==> src/rtl/muldiv_seq_if.sv <==
// rtl/muldiv_seq_if.sv - EX-stage handshake bundle between the pipeline and the M-extension sequencer
interface muldiv_seq_if #(
    parameter int XLEN = 32
);
    logic            i_start;
    logic [2:0]      i_funct3;
    logic [XLEN-1:0] i_rs1_data;
    logic [XLEN-1:0] i_rs2_data;
    logic            i_flush;
    logic            o_stall;
    logic            o_busy;
    logic            o_valid;
    logic [XLEN-1:0] o_result;

    modport master (
        output i_start,
        output i_funct3,
        output i_rs1_data,
        output i_rs2_data,
        output i_flush,
        input  o_stall,
        input  o_busy,
        input  o_valid,
        input  o_result
    );

    modport slave (
        input  i_start,
        input  i_funct3,
        input  i_rs1_data,
        input  i_rs2_data,
        input  i_flush,
        output o_stall,
        output o_busy,
        output o_valid,
        output o_result
    );
endinterface

==> src/rtl/muldiv_seq.sv <==
// rtl/muldiv_seq.sv - iterative RV32M multiply/divide sequencer (optional MULDIV_FAST_MUL_EN single-cycle multiply)
module muldiv_seq #(
    parameter int XLEN = 32
) (
    input  logic          i_clk,
    input  logic          i_rst_n,
    muldiv_seq_if.slave   bus
);

    localparam int CW = $clog2(XLEN);
    localparam logic [XLEN-1:0] MIN_NEG  = {1'b1, {(XLEN-1){1'b0}}};
    localparam logic [XLEN-1:0] ALL_ONES = '1;

    typedef enum logic [1:0] {
        S_IDLE,
        S_CALC,
        S_SIGN,
        S_DONE
    } state_t;

    state_t            state_q;
    state_t            state_d;
    logic [CW-1:0]     cnt_q;
    logic [2:0]        funct3_q;
    // Multiply: full product, multiplier consumed from the low end.
    // Divide: high half is the partial remainder, low half the dividend/quotient.
    logic [2*XLEN-1:0] acc_q;
    logic [XLEN-1:0]   b_q;
    logic              neg_q;
    logic [XLEN-1:0]   result_q;

    logic              accept;
    logic              is_div_in;
    logic              a_signed;
    logic              b_signed;
    logic              a_neg;
    logic              b_neg;
    logic              neg_in;
    logic [XLEN-1:0]   a_mag;
    logic [XLEN-1:0]   b_mag;
    logic              div_by_zero;
    logic              div_ovf;
    logic              special;
    logic [XLEN-1:0]   special_res;
    logic              fast_take;
    logic [XLEN-1:0]   fast_res;

    logic [XLEN:0]     mul_sum;
    logic [2*XLEN-1:0] mul_next;
    logic [XLEN:0]     div_sh;
    logic [XLEN:0]     div_diff;
    logic              div_ge;
    logic [2*XLEN-1:0] div_next;
    logic [2*XLEN-1:0] prod_neg;
    logic [XLEN-1:0]   sign_res;

    assign accept = (state_q == S_IDLE) && bus.i_start && !bus.i_flush;

    // Operand decode: signedness, magnitudes, result sign and the no-iteration divide cases
    always_comb begin
        is_div_in = bus.i_funct3[2];
        if (!bus.i_funct3[2]) begin
            a_signed = (bus.i_funct3[1:0] != 2'b11);
            b_signed = !bus.i_funct3[1];
        end else begin
            a_signed = !bus.i_funct3[0];
            b_signed = !bus.i_funct3[0];
        end
        a_neg  = a_signed && bus.i_rs1_data[XLEN-1];
        b_neg  = b_signed && bus.i_rs2_data[XLEN-1];
        a_mag  = a_neg ? -bus.i_rs1_data : bus.i_rs1_data;
        b_mag  = b_neg ? -bus.i_rs2_data : bus.i_rs2_data;
        // Remainder follows the dividend; everything else follows the sign product.
        neg_in = (bus.i_funct3[2] && bus.i_funct3[1]) ? a_neg : (a_neg ^ b_neg);

        div_by_zero = is_div_in && (bus.i_rs2_data == '0);
        div_ovf     = is_div_in && !bus.i_funct3[0] &&
                      (bus.i_rs1_data == MIN_NEG) && (bus.i_rs2_data == ALL_ONES);
        special     = div_by_zero || div_ovf;
        if (div_by_zero) begin
            special_res = bus.i_funct3[1] ? bus.i_rs1_data : ALL_ONES;
        end else begin
            special_res = bus.i_funct3[1] ? '0 : MIN_NEG;
        end
    end

`ifdef MULDIV_FAST_MUL_EN
    logic signed [XLEN:0]     fast_a;
    logic signed [XLEN:0]     fast_b;
    logic        [2*XLEN-1:0] fast_prod;

    // Single-cycle multiplier on sign/zero-extended operands
    always_comb begin
        fast_a    = {a_signed && bus.i_rs1_data[XLEN-1], bus.i_rs1_data};
        fast_b    = {b_signed && bus.i_rs2_data[XLEN-1], bus.i_rs2_data};
        fast_prod = (2*XLEN)'(fast_a * fast_b);
        fast_take = !is_div_in;
        fast_res  = (bus.i_funct3[1:0] == 2'b00) ? fast_prod[XLEN-1:0] : fast_prod[2*XLEN-1:XLEN];
    end
`else
    assign fast_take = 1'b0;
    assign fast_res  = '0;
`endif

    // One radix-2 step of shift-add multiply and restoring divide
    always_comb begin
        mul_sum  = {1'b0, acc_q[2*XLEN-1:XLEN]} + (acc_q[0] ? {1'b0, b_q} : '0);
        mul_next = {mul_sum, acc_q[XLEN-1:1]};

        div_sh   = {acc_q[2*XLEN-1:XLEN], acc_q[XLEN-1]};
        div_diff = div_sh - {1'b0, b_q};
        div_ge   = !div_diff[XLEN];
        div_next = {(div_ge ? div_diff[XLEN-1:0] : div_sh[XLEN-1:0]), acc_q[XLEN-2:0], div_ge};
    end

    // Pick the architectural result and apply the recorded sign
    always_comb begin
        prod_neg = -acc_q;
        sign_res = '0;
        case (funct3_q)
            3'b000:                 sign_res = neg_q ? prod_neg[XLEN-1:0] : acc_q[XLEN-1:0];
            3'b001, 3'b010, 3'b011: sign_res = neg_q ? prod_neg[2*XLEN-1:XLEN] : acc_q[2*XLEN-1:XLEN];
            3'b100, 3'b101:         sign_res = neg_q ? -acc_q[XLEN-1:0] : acc_q[XLEN-1:0];
            default:                sign_res = neg_q ? -acc_q[2*XLEN-1:XLEN] : acc_q[2*XLEN-1:XLEN];
        endcase
    end

    // State register
    always_ff @(posedge i_clk or negedge i_rst_n) begin
        if (!i_rst_n) begin
            state_q <= S_IDLE;
        end else begin
            state_q <= state_d;
        end
    end

    // Next-state logic; a flush returns to IDLE from anywhere
    always_comb begin
        state_d = state_q;
        if (bus.i_flush) begin
            state_d = S_IDLE;
        end else begin
            case (state_q)
                S_IDLE: begin
                    if (bus.i_start) begin
                        state_d = (special || fast_take) ? S_DONE : S_CALC;
                    end
                end
                S_CALC: begin
                    if (cnt_q == CW'(XLEN-1)) begin
                        state_d = S_SIGN;
                    end
                end
                S_SIGN:  state_d = S_DONE;
                default: state_d = S_IDLE;
            endcase
        end
    end

    // Pipeline-facing status outputs
    always_comb begin
        bus.o_busy  = (state_q != S_IDLE);
        bus.o_valid = (state_q == S_DONE) && !bus.i_flush;
        bus.o_stall = accept || (state_q == S_CALC) || (state_q == S_SIGN);
    end

    assign bus.o_result = result_q;

    // Datapath: latch operands, iterate, and write the final result
    always_ff @(posedge i_clk or negedge i_rst_n) begin
        if (!i_rst_n) begin
            cnt_q    <= '0;
            funct3_q <= '0;
            acc_q    <= '0;
            b_q      <= '0;
            neg_q    <= 1'b0;
            result_q <= '0;
        end else begin
            case (state_q)
                S_IDLE: begin
                    if (accept) begin
                        funct3_q <= bus.i_funct3;
                        cnt_q    <= '0;
                        if (special) begin
                            result_q <= special_res;
                        end else if (fast_take) begin
                            result_q <= fast_res;
                        end else begin
                            acc_q <= {{XLEN{1'b0}}, a_mag};
                            b_q   <= b_mag;
                            neg_q <= neg_in;
                        end
                    end
                end
                S_CALC: begin
                    if (!bus.i_flush) begin
                        acc_q <= funct3_q[2] ? div_next : mul_next;
                        cnt_q <= cnt_q + CW'(1);
                    end
                end
                S_SIGN: begin
                    if (!bus.i_flush) begin
                        result_q <= sign_res;
                    end
                end
                default: begin
                end
            endcase
        end
    end

endmodule

==> src/flat_wrapper.sv <==
// flat-port wrapper written by rule: the top's interface ports become plain ports
module muldiv_seq_flat 
#(
    parameter int XLEN = 32
)
  (i_clk, i_rst_n, bus_i_start, bus_i_funct3, bus_i_rs1_data, bus_i_rs2_data, bus_i_flush, bus_o_stall, bus_o_busy, bus_o_valid, bus_o_result);
  muldiv_seq_if #(.XLEN(XLEN)) bus_i ();
  input  logic i_clk;
  input  logic i_rst_n;
  input wire logic [$bits(bus_i.i_start)-1:0] bus_i_start;
  input wire logic [$bits(bus_i.i_funct3)-1:0] bus_i_funct3;
  input wire logic [$bits(bus_i.i_rs1_data)-1:0] bus_i_rs1_data;
  input wire logic [$bits(bus_i.i_rs2_data)-1:0] bus_i_rs2_data;
  input wire logic [$bits(bus_i.i_flush)-1:0] bus_i_flush;
  output wire logic [$bits(bus_i.o_stall)-1:0] bus_o_stall;
  output wire logic [$bits(bus_i.o_busy)-1:0] bus_o_busy;
  output wire logic [$bits(bus_i.o_valid)-1:0] bus_o_valid;
  output wire logic [$bits(bus_i.o_result)-1:0] bus_o_result;
  assign bus_i.i_start = bus_i_start;
  assign bus_i.i_funct3 = bus_i_funct3;
  assign bus_i.i_rs1_data = bus_i_rs1_data;
  assign bus_i.i_rs2_data = bus_i_rs2_data;
  assign bus_i.i_flush = bus_i_flush;
  assign bus_o_stall = bus_i.o_stall;
  assign bus_o_busy = bus_i.o_busy;
  assign bus_o_valid = bus_i.o_valid;
  assign bus_o_result = bus_i.o_result;
  muldiv_seq #(.XLEN(XLEN)) u_core (.i_clk(i_clk), .i_rst_n(i_rst_n), .bus(bus_i));
endmodule
==> config.mk <==
export PLATFORM = sky130hd
export DESIGN_NAME = muldiv_seq_flat
export DESIGN_NICKNAME = d
export VERILOG_FILES = /design/src/rtl/muldiv_seq_if.sv /design/src/rtl/muldiv_seq.sv /design/src/flat_wrapper.sv
export SDC_FILE = /design/constraint.sdc
export NUM_CORES = 1
export LEC_CHECK = 0
export CORE_MARGIN = 2
export CORE_UTILIZATION = 55
export CTS_BUF_LIST = sky130_fd_sc_hd__clkbuf_4
export DETAILED_ROUTE_END_ITERATION = 16
export PLACE_DENSITY = 0.75
export SKIP_LAST_GASP = 1
export SYNTH_ARGS = -nofsm -noshare
export SYNTH_HDL_FRONTEND = slang
export SYNTH_SLANG_ARGS = --single-unit
==> constraint.sdc <==
create_clock -name i_clk -period 4.3 [get_ports i_clk]
set_input_delay 0.86 -clock i_clk [delete_from_list [all_inputs] [get_ports i_clk]]
set_output_delay 0.86 -clock i_clk [all_outputs]
set_load 0.02 [all_outputs]
Word level (Yosys, flattened, before mapping) --
Index checks and enable logic that the tools add are counted.
Word-level totals: RAM bits 0, input port bits 71, output and inout bits 35, bits in latches 0, flip-flop bits (word level) 139, memory bits (read-only) 0, memories kept 0
Cells by class: multipliers 0, mux-type cells 32, add/sub/neg operators 8, magnitude comparators 0, bitwise logic cells 2, equal/unequal tests 19, divide/modulo/power cells 0, reductions and logical operators 31, shift operators 0
Operators by type and width (number):
- $mux W32 | 14
- $mux W64 | 4
- $neg A32 Y32 | 4
- $pmux W64 S2 | 1
- $pmux W32 S3 | 1
- $eq A32 B32 Y1 const B | 2
- $neg A64 Y64 | 1
- $pmux W32 S2 | 1
- $add A32 B33 Y33 | 1
- $sub A33 B32 Y33 | 1
- $logic_not A32 Y1 | 1
- $logic_and A1 B1 Y1 | 10
- $mux W5 | 2
- $pmux W5 S2 | 1
- $mux W2 | 4
- $ne A2 B2 Y1 const B | 4
- $reduce_and A4 Y1 | 2
- $eq A3 B2 Y1 const B | 2
- $eq A3 B3 Y1 const B | 2
- $pmux W2 S3 | 1
- $reduce_and A3 Y1 | 2
- $reduce_bool A2 Y1 | 3
- $add A5 B1 Y5 const B | 1
- $eq A5 B5 Y1 const B | 1
- 16 further kinds | 26

Longest topological paths before layout --
Gate-level depths: netlist of run 1.
word-level depth 9, mapped depth 15, gate-level depth less buffers 14

Worst setup path after synthesis of run 1 --
No wires, ideal clock.
path type input-to-reg, from input bus_i_rs1_data[16], to register u_core.acc_q[42], arrival time 3402 ps, path buffers 1, path slack 766 ps, setup time 132 ps, stages 10, path through or3_4 > or4b_4 > or4b_4 > o31ai_4 > a2bb2oi_4 > or2_2 > nor2_2 > buf_2 > a22oi_1 > o21ai_1
Between the ends: word-level cells in the longest chain between the ends 6
Ends and longest elaborated chain:
- from (decl) | RTL line flat_wrapper.sv:12 | input wire logic [$bits(bus_i.i_rs1_data)-1:0] bus_i_rs1_data;
- $eq A32 B32 Y1 | RTL line muldiv_seq.sv:78 | (bus.i_rs1_data == MIN_NEG) && (bus.i_rs2_data == ALL_ONES);
- $logic_and A1 B1 Y1 | RTL line muldiv_seq.sv:77 | div_ovf = is_div_in && !bus.i_funct3[0] &&
- $logic_and A1 B1 Y1 | RTL line muldiv_seq.sv:78
- $logic_or A1 B1 Y1 | RTL line muldiv_seq.sv:79 | special = div_by_zero || div_ovf;
- $ne A2 B2 Y1 (no source line)
- $reduce_and A4 Y1 (no source line)
- to (signal assigned) | RTL line muldiv_seq.sv:189 | acc_q <= {{XLEN{1'b0}}, a_mag};
- to (signal assigned) | RTL line muldiv_seq.sv:197 | acc_q <= funct3_q[2] ? div_next : mul_next;
- to (decl) | RTL line muldiv_seq.sv:27 | logic [2*XLEN-1:0] acc_q;
Every way passes these cells. A chain may end at the register's enable or synchronous reset.

Final worst setup path of run 1 --
from register u_core.acc_q[31], to register u_core.acc_q[32]
Between the ends: word-level cells in the longest chain between the ends 5
Ends and longest elaborated chain:
- $sub A33 B32 Y33 | RTL line muldiv_seq.sv:111 | div_diff = div_sh - {1'b0, b_q};
- $mux W32 * | RTL line muldiv_seq.sv:113 | div_next = {(div_ge ? div_diff[XLEN-1:0] : div_sh[XLEN-1:0]), acc_q[XLEN-2:0], div_ge};
- $mux W64 * | RTL line muldiv_seq.sv:197
- $mux W64 * | RTL line muldiv_seq.sv:196 | if (!bus.i_flush) begin
- $pmux W64 S2 * | RTL line muldiv_seq.sv:179 | case (state_q)
Mark *: on every way between the ends. The rest lies on a longest branch, timed or not. The select of a mux whose other input is x is not followed.

==> impl_metrics.yaml, run 1 <==
drt:
  viasPerCell: 6.42
  wirelength_mm: 47.0
  drt_iter0_drc: 1550
  drtPass1Iterations: 5
  vias: 14792
  final_antenna_net_count: 0
  wl_per_cell_um: 20.4
  drc: 0
synthesis:
  ys_seq_area_share_pct: 24.6
  synth_seq_cells: 139
  synthTopCellsByCount: "o21ai_0, nand2_1, nor2_1"
  synth.most_common_cell: "o21ai_0"
  syn_area_per_cell_um2: 7.57
  ys_warn_count: 0
  synth-edff-count: 0
  synthFlopType: "dfrtp_1"
  synth_area_leaders: "dfrtp_1, o21ai_0, ha_1"
  syn-cell-area_um2: 14100
  yosysUniqueCellTypes: 76
  synthCells: 1868
  yosysTopAreaCellShare_pct: 24.6
  synth_area_leader_cell: "dfrtp_1"
  synth_fp_nets: 2017
  async_flop_share_pct: 100
cts:
  clockRootBuffer: "clkbuf_4"
  cts_buffers: 17
  h-tree-depth: 4
  clk-insertion-delay-late_ns: 0.64
  cts_setup_buffers: 0
  clockBufferDepth: 2
  cts_tree: "done"
  cts_sinks: 139
  post_cts_resized: 0
  clk_pin_slew_ns: 0.17
  cts_hold_buf: 0
global_routing:
  grt_pass1_wl_mm: 73.3
  first_global_vias: 13451
  gr-usage-all-layers_pct: 34.7
  antenna_found_initial: 1
  grt_start_max_net_pins: 65
  grt_overflow: 0
timing:
  relSlewSlack_pct: 23.4
  fin_ws_ns: 0.266
  finalHoldViolations: 0
  fmax_mhz: 248
  fin_hold_ws_ns: 0.185
  fin_crit_sh_pct: 93.8
  worst_pin_slew_ns: 1.15
  setup_viol: 0
  skew_ns: 0.0396
  fin_crit_ns: 4.03
  rsz0062_at_grt: "no"
  setup_tns_ns: 0
  drv_slew: 0
cells_and_area:
  syn_to_final_growth_pct: 14.6
  stdcell_area_um2: 16200
  layout-drive-gt1-share_pct: 8.31
  multi_input_area_um2: 9950
  fin_nets: 2110
  final_cell_count_no_fill: 2304
  fill_cells: 2334
  final_util_pct: 64.2
  regArea_um2: 3480
placement:
  place.gp.congestion: 0.996
  dp.cells: 2272
  postPlaceCellArea_um2: 15900
  portBuffers: 105
  dp_hpwl_mm: 35.8
  place_ws_ns: 0.0233
power_and_ir_drop:
  ir_drop_v: 0.00118
  leakage_nw: 6.98
  power_mw: 12.9
  p_per_area_nw_per_um2: 793
floorplan:
  floorplan.rows: 58
  fp.dieW_um: 164
  die_y_um: 164
  initial_core_util_pct: 56.0
  core-area_um2: 25300
  die_area_um2: 27000
  ioPinCount: 106
worst_setup_path:
  critical_path_class: "reg2reg"
  endpoint_kind: "register"
  cp_max_fo: 32
  cp_cell_sequence: "inv_1, ha_1, fa_1, nand2b_1, a21oi_1, o21a_1, a31oi_2, a22oi_1, a41o_1, a221oi_2, xnor2_2, buf_12, mux2_2, o221ai_1"
  required_ns: 4.86
  crit_path_max_incr_delay_ns: 0.43
  worstPathArrival_ns: 4.60
  startpoint: "u_core.acc_q[31]"
  path_delay_family: "compound AO/OA/AOI/OAI gates"
  crit_path_start_kind: "register"
  cp_slowest_cell: "fa_1"
  rr_startpoint: "u_core.acc_q[31]"
  cp_num_buf_inv: 2
worst_hold_path:
  min_path_type: "in2async"
run:
  drv_cap: 0
outcome:
  outcome: "finished clean"
## worst paths after layout
kind	end	slack, ns	depth (start not counted)
max	u_core.acc_q[32]	0.27	14
min	u_core.b_q[27]	0.18	1
max reg2reg	u_core.acc_q[32]	0.27	14
min reg2reg	u_core.bus.o_result[5]	0.50	2
max in group asynchronous	u_core.b_q[17]	3.21	2
min in group i_clk	u_core.bus.o_result[5]	0.50	2
## layer usage
layer	track usage [%]	wire length, µm	vias to the layer above
li1	-	-	6985
met1	49.4	21000	7096
met2	53.8	21000	622
met3	5.63	3520	89
met4	11.0	1360	0
met5	0	0	-
## worst reg2reg max path: cells and delay by family, from the launching register on
family	cells	cell delay (ns)
xor+xnor	1	0.20
flops	1	0.42
buf+inv	2	0.38
fa+ha+maj	2	0.68
mux	1	0.44
compound gates	7	1.67
simple gates	1	0.20
## placed cells by master (no fill, tap or decap), types with 14 or more instances in the layout
cell type,Yosys,routed
clkdlybuf4s50_1,0,104
a22oi_1,30,30
nand2_1,198,198
or3_1,26,26
o22ai_1,17,17
nand4_1,21,21
a21oi_1,122,122
ha_1,76,76
nand2b_1,21,21
nor3_1,32,32
dfrtp_1,139,137
buf_4,2,83
a31oi_1,32,32
o21ai_0,211,211
o21ai_1,23,23
nor4_1,14,14
xnor2_1,88,87
inv_1,66,66
a21o_1,35,35
nand3_1,36,36
nor2_1,166,165
mux2i_1,63,63
o41ai_1,14,14
or2_2,14,14
o211ai_1,15,15
clkbuf_4,0,18
xor2_1,82,82
or4_1,20,20
o31ai_1,31,31
## flip-flops by register name, summed over array words and instances, names as in the netlist
register	flops
u_core.acc_q	64
u_core.b_q	32
u_core.bus.o_result	32
u_core.cnt_q	5
u_core.funct3_q	3
u_core.state_q	2
u_core.neg_q	1
## cell type report
type                            count  share of cell area (%)
Multi-Input combinational cell   1542                    61.4
Sequential cell                   139                    21.5
Timing Repair Buffer              195                    11.2
Tap cell                          330                    2.55
Inverter                           66                    1.53
Clock inverter                     13                    1.04
Clock buffer                       18                   0.833
Antenna cell                        1                  0.0154
## cells by family (layout without fill, tap and decap cells)
logic type | count (synthesis) | count (layout) | share of synthesized area, %
multiplexers | 73 | 73 | 5.25
AND/OR/NAND/NOR | 595 | 595 | 19.8
buffers and inverters | 187 | 292 | 5.20
AO/OA/AOI/OAI | 626 | 626 | 27.6
XOR/XNOR | 170 | 170 | 10.5
flip-flops | 139 | 139 | 24.6
other | 0 | 1 | 0
adder cells (fa/ha/maj) | 78 | 78 | 7.00
## report_power, final
group / internal [mW] / leakage (nW) / switching, mW
clock: 0.412 / 0.157 / 0.594
sequential: 1.86 / 1.76 / 0.764
combinational: 3.68 / 5.06 / 5.55
total: 5.96 / 6.98 / 6.91
Note: power is estimated with default switching activity, not from simulation.
==> inputs of run 2 (changes only) <==
CORE_MARGIN = 10   (was 2)
==> run 2 against run 1 <==
  * Die area increased by 20%
  * Design area decreased by 0.72%
  * Final cell count decreased by 0.30%
  * First-iteration DRC count increased by 8.3%
  * Register-to-register slack got worse by 0.02 ns
  * Combinational power decreased by 1%
  * Power decreased by 1.5%
  * Global-route usage decreased by 7.5 points
  * Non-clock buffer count decreased by 12
  * Critical path depth unchanged
  * Via count decreased by 0.94%
  * Fmax decreased by 0.38%
==> impl_metrics.yaml, run 2 (synthesis results as in run 1) <==
outcome:
  outcome: "finished clean"
timing:
  drv_slew: 0
  fin_crit_ns: 4.05
  relSlewSlack_pct: 19.0
  setup_viol: 0
  finalHoldViolations: 0
  fmax_mhz: 247
  rsz0062_at_grt: "no"
  setup_tns_ns: 0
  skew_ns: 0.0417
  fin_crit_sh_pct: 94.2
  worst_pin_slew_ns: 1.21
drt:
  wl_per_cell_um: 20.1
  wirelength_mm: 46.3
  viasPerCell: 6.38
  drt_iter0_drc: 1679
  vias: 14653
  final_antenna_net_count: 0
  drc: 0
  drtPass1Iterations: 5
cts:
  post_cts_resized: 0
  cts_tree: "done"
  clockRootBuffer: "clkbuf_4"
  clk_pin_slew_ns: 0.17
  cts_buffers: 17
  cts_hold_buf: 0
  clk-insertion-delay-late_ns: 0.61
  cts_setup_buffers: 0
  clockBufferDepth: 2
  h-tree-depth: 4
  cts_sinks: 139
worst_setup_path:
  worstPathArrival_ns: 4.58
  r2r-end: "u_core.acc_q[32]"
  critical_path_class: "reg2reg"
  regToRegSetupSlack_ns: 0.25
  required_ns: 4.83
  endpoint_kind: "register"
  rr_startpoint: "u_core.acc_q[31]"
  crit_path_start_kind: "register"
  reg2regPathDepth: 14
  cp_max_fo: 32
  crit_end: "u_core.acc_q[32]"
  startpoint: "u_core.acc_q[31]"
run:
  drv_cap: 0
global_routing:
  gr-usage-all-layers_pct: 27.2
  antenna_found_initial: 2
  grt_overflow: 0
  grt_start_max_net_pins: 100
  grt_pass1_wl_mm: 73.5
  first_global_vias: 13480
floorplan:
  fp.dieW_um: 180
  die_area_um2: 32500
  initial_core_util_pct: 56.0
  die_y_um: 180
  core-area_um2: 25300
  ioPinCount: 106
  floorplan.rows: 58
cells_and_area:
  layout-drive-gt1-share_pct: 7.80
  syn_to_final_growth_pct: 13.8
  final_common_cell: "o21ai_0"
  mostFrequentLayoutCells: "o21ai_0, nand2_1, nor2_1, dfrtp_1, a21oi_1"
  final_util_pct: 63.7
  stdcell_area_um2: 16100
  largest_register: "u_core.acc_q"
  final_cell_count_no_fill: 2297
  fin_nets: 2098
  largest_reg_flops: 64
worst_hold_path:
  min_path_type: "in2async"
placement:
  place.gp.congestion: 1.01
  portBuffers: 105
  dp.cells: 2260
  postPlaceCellArea_um2: 15800
  dp_hpwl_mm: 35.5
power_and_ir_drop:
  leakage_nw: 6.91
  ir_drop_v: 0.00116
  p_per_area_nw_per_um2: 787
[run 2: cell count changes in the layout (fill, tap and decap cells not counted)]
cell        previous run  this run
buf_4                 83        72
diode_2                1         5
buf_12                 7         6
inv_8                  1         4
inv_6                  2         6
bufinv_16              3         1
clkinvlp_4             3         2
clkinv_4               2         0
clkbuf_4              18        17
[run 2: layer usage]
| metal | vias to the layer above | part of all wire [%] | GRT usage (%) |
|---|---|---|---|
| met5 | - | 0 | 0 |
| met4 | 0 | 2.5 | 7.32 |
| met3 | 70 | 7.4 | 3.43 |
| met2 | 580 | 46 | 43.6 |
| met1 | 7050 | 44 | 37.7 |
| li1 | 6953 | - | - |
[run 2: worst max-delay path, stage by stage, from the launching register on]
cell and delay, ns:
dfrtp_1 0.49, inv_1 0.09, ha_1 0.23, fa_1 0.41
nand2b_1 0.19, a21oi_1 0.21, o21a_1 0.21, a31oi_2 0.18
a22oi_1 0.42, a41o_1 0.35, a221oi_2 0.15, xnor2_2 0.20
buf_12 0.25, mux2_2 0.37, o221ai_1 0.15
[run 2: where the power goes]
part | internal, mW | leakage (nW) | total, mW | switching, mW
Sequential | 1.86 | 1.76 | 2.63 | 0.768
Clock | 0.310 | 0.152 | 0.925 | 0.615
Combinational | 3.63 | 5.00 | 9.12 | 5.49
[run 2: worst min path at each step]
stage	from	to	slack [ns]	depth (start not counted)
after CTS	i_rst_n	u_core.b_q[29]	0.35	1
after floorplan	u_core.cnt_q[4]	u_core.cnt_q[4]	0.49	2
after global placement	u_core.bus.o_result[28]	u_core.bus.o_result[28]	0.46	2
final	i_rst_n	u_core.b_q[29]	0.31	1
after global routing	i_rst_n	u_core.b_q[29]	0.38	1
after detailed placement	u_core.bus.o_result[28]	u_core.bus.o_result[28]	0.47	2
[run 2: layout make-up]
cell class,instances,area [µm²]
sequential,139,3480
tap,330,413
antenna,5,12.5
inverter,66,248
multi-input combinational,1542,9950
timing repair buffer,183,1710
fill,2253,9160
clock inverter,15,153
clock buffer,17,128
[run 2: stage by stage]
stage / power [mW] / hold slack [ns] / setup slack, ns
finish: 12.7 / 0.310 / 0.250
global route: 13.7 / 0.385 / 0.0503
CTS: 12.5 / 0.353 / 0.349
detailed placement: 11.5 / 0.472 / 0.0353
global placement: 11.4 / 0.463 / 0.0881
floorplan: 8.92 / 0.490 / 0.766
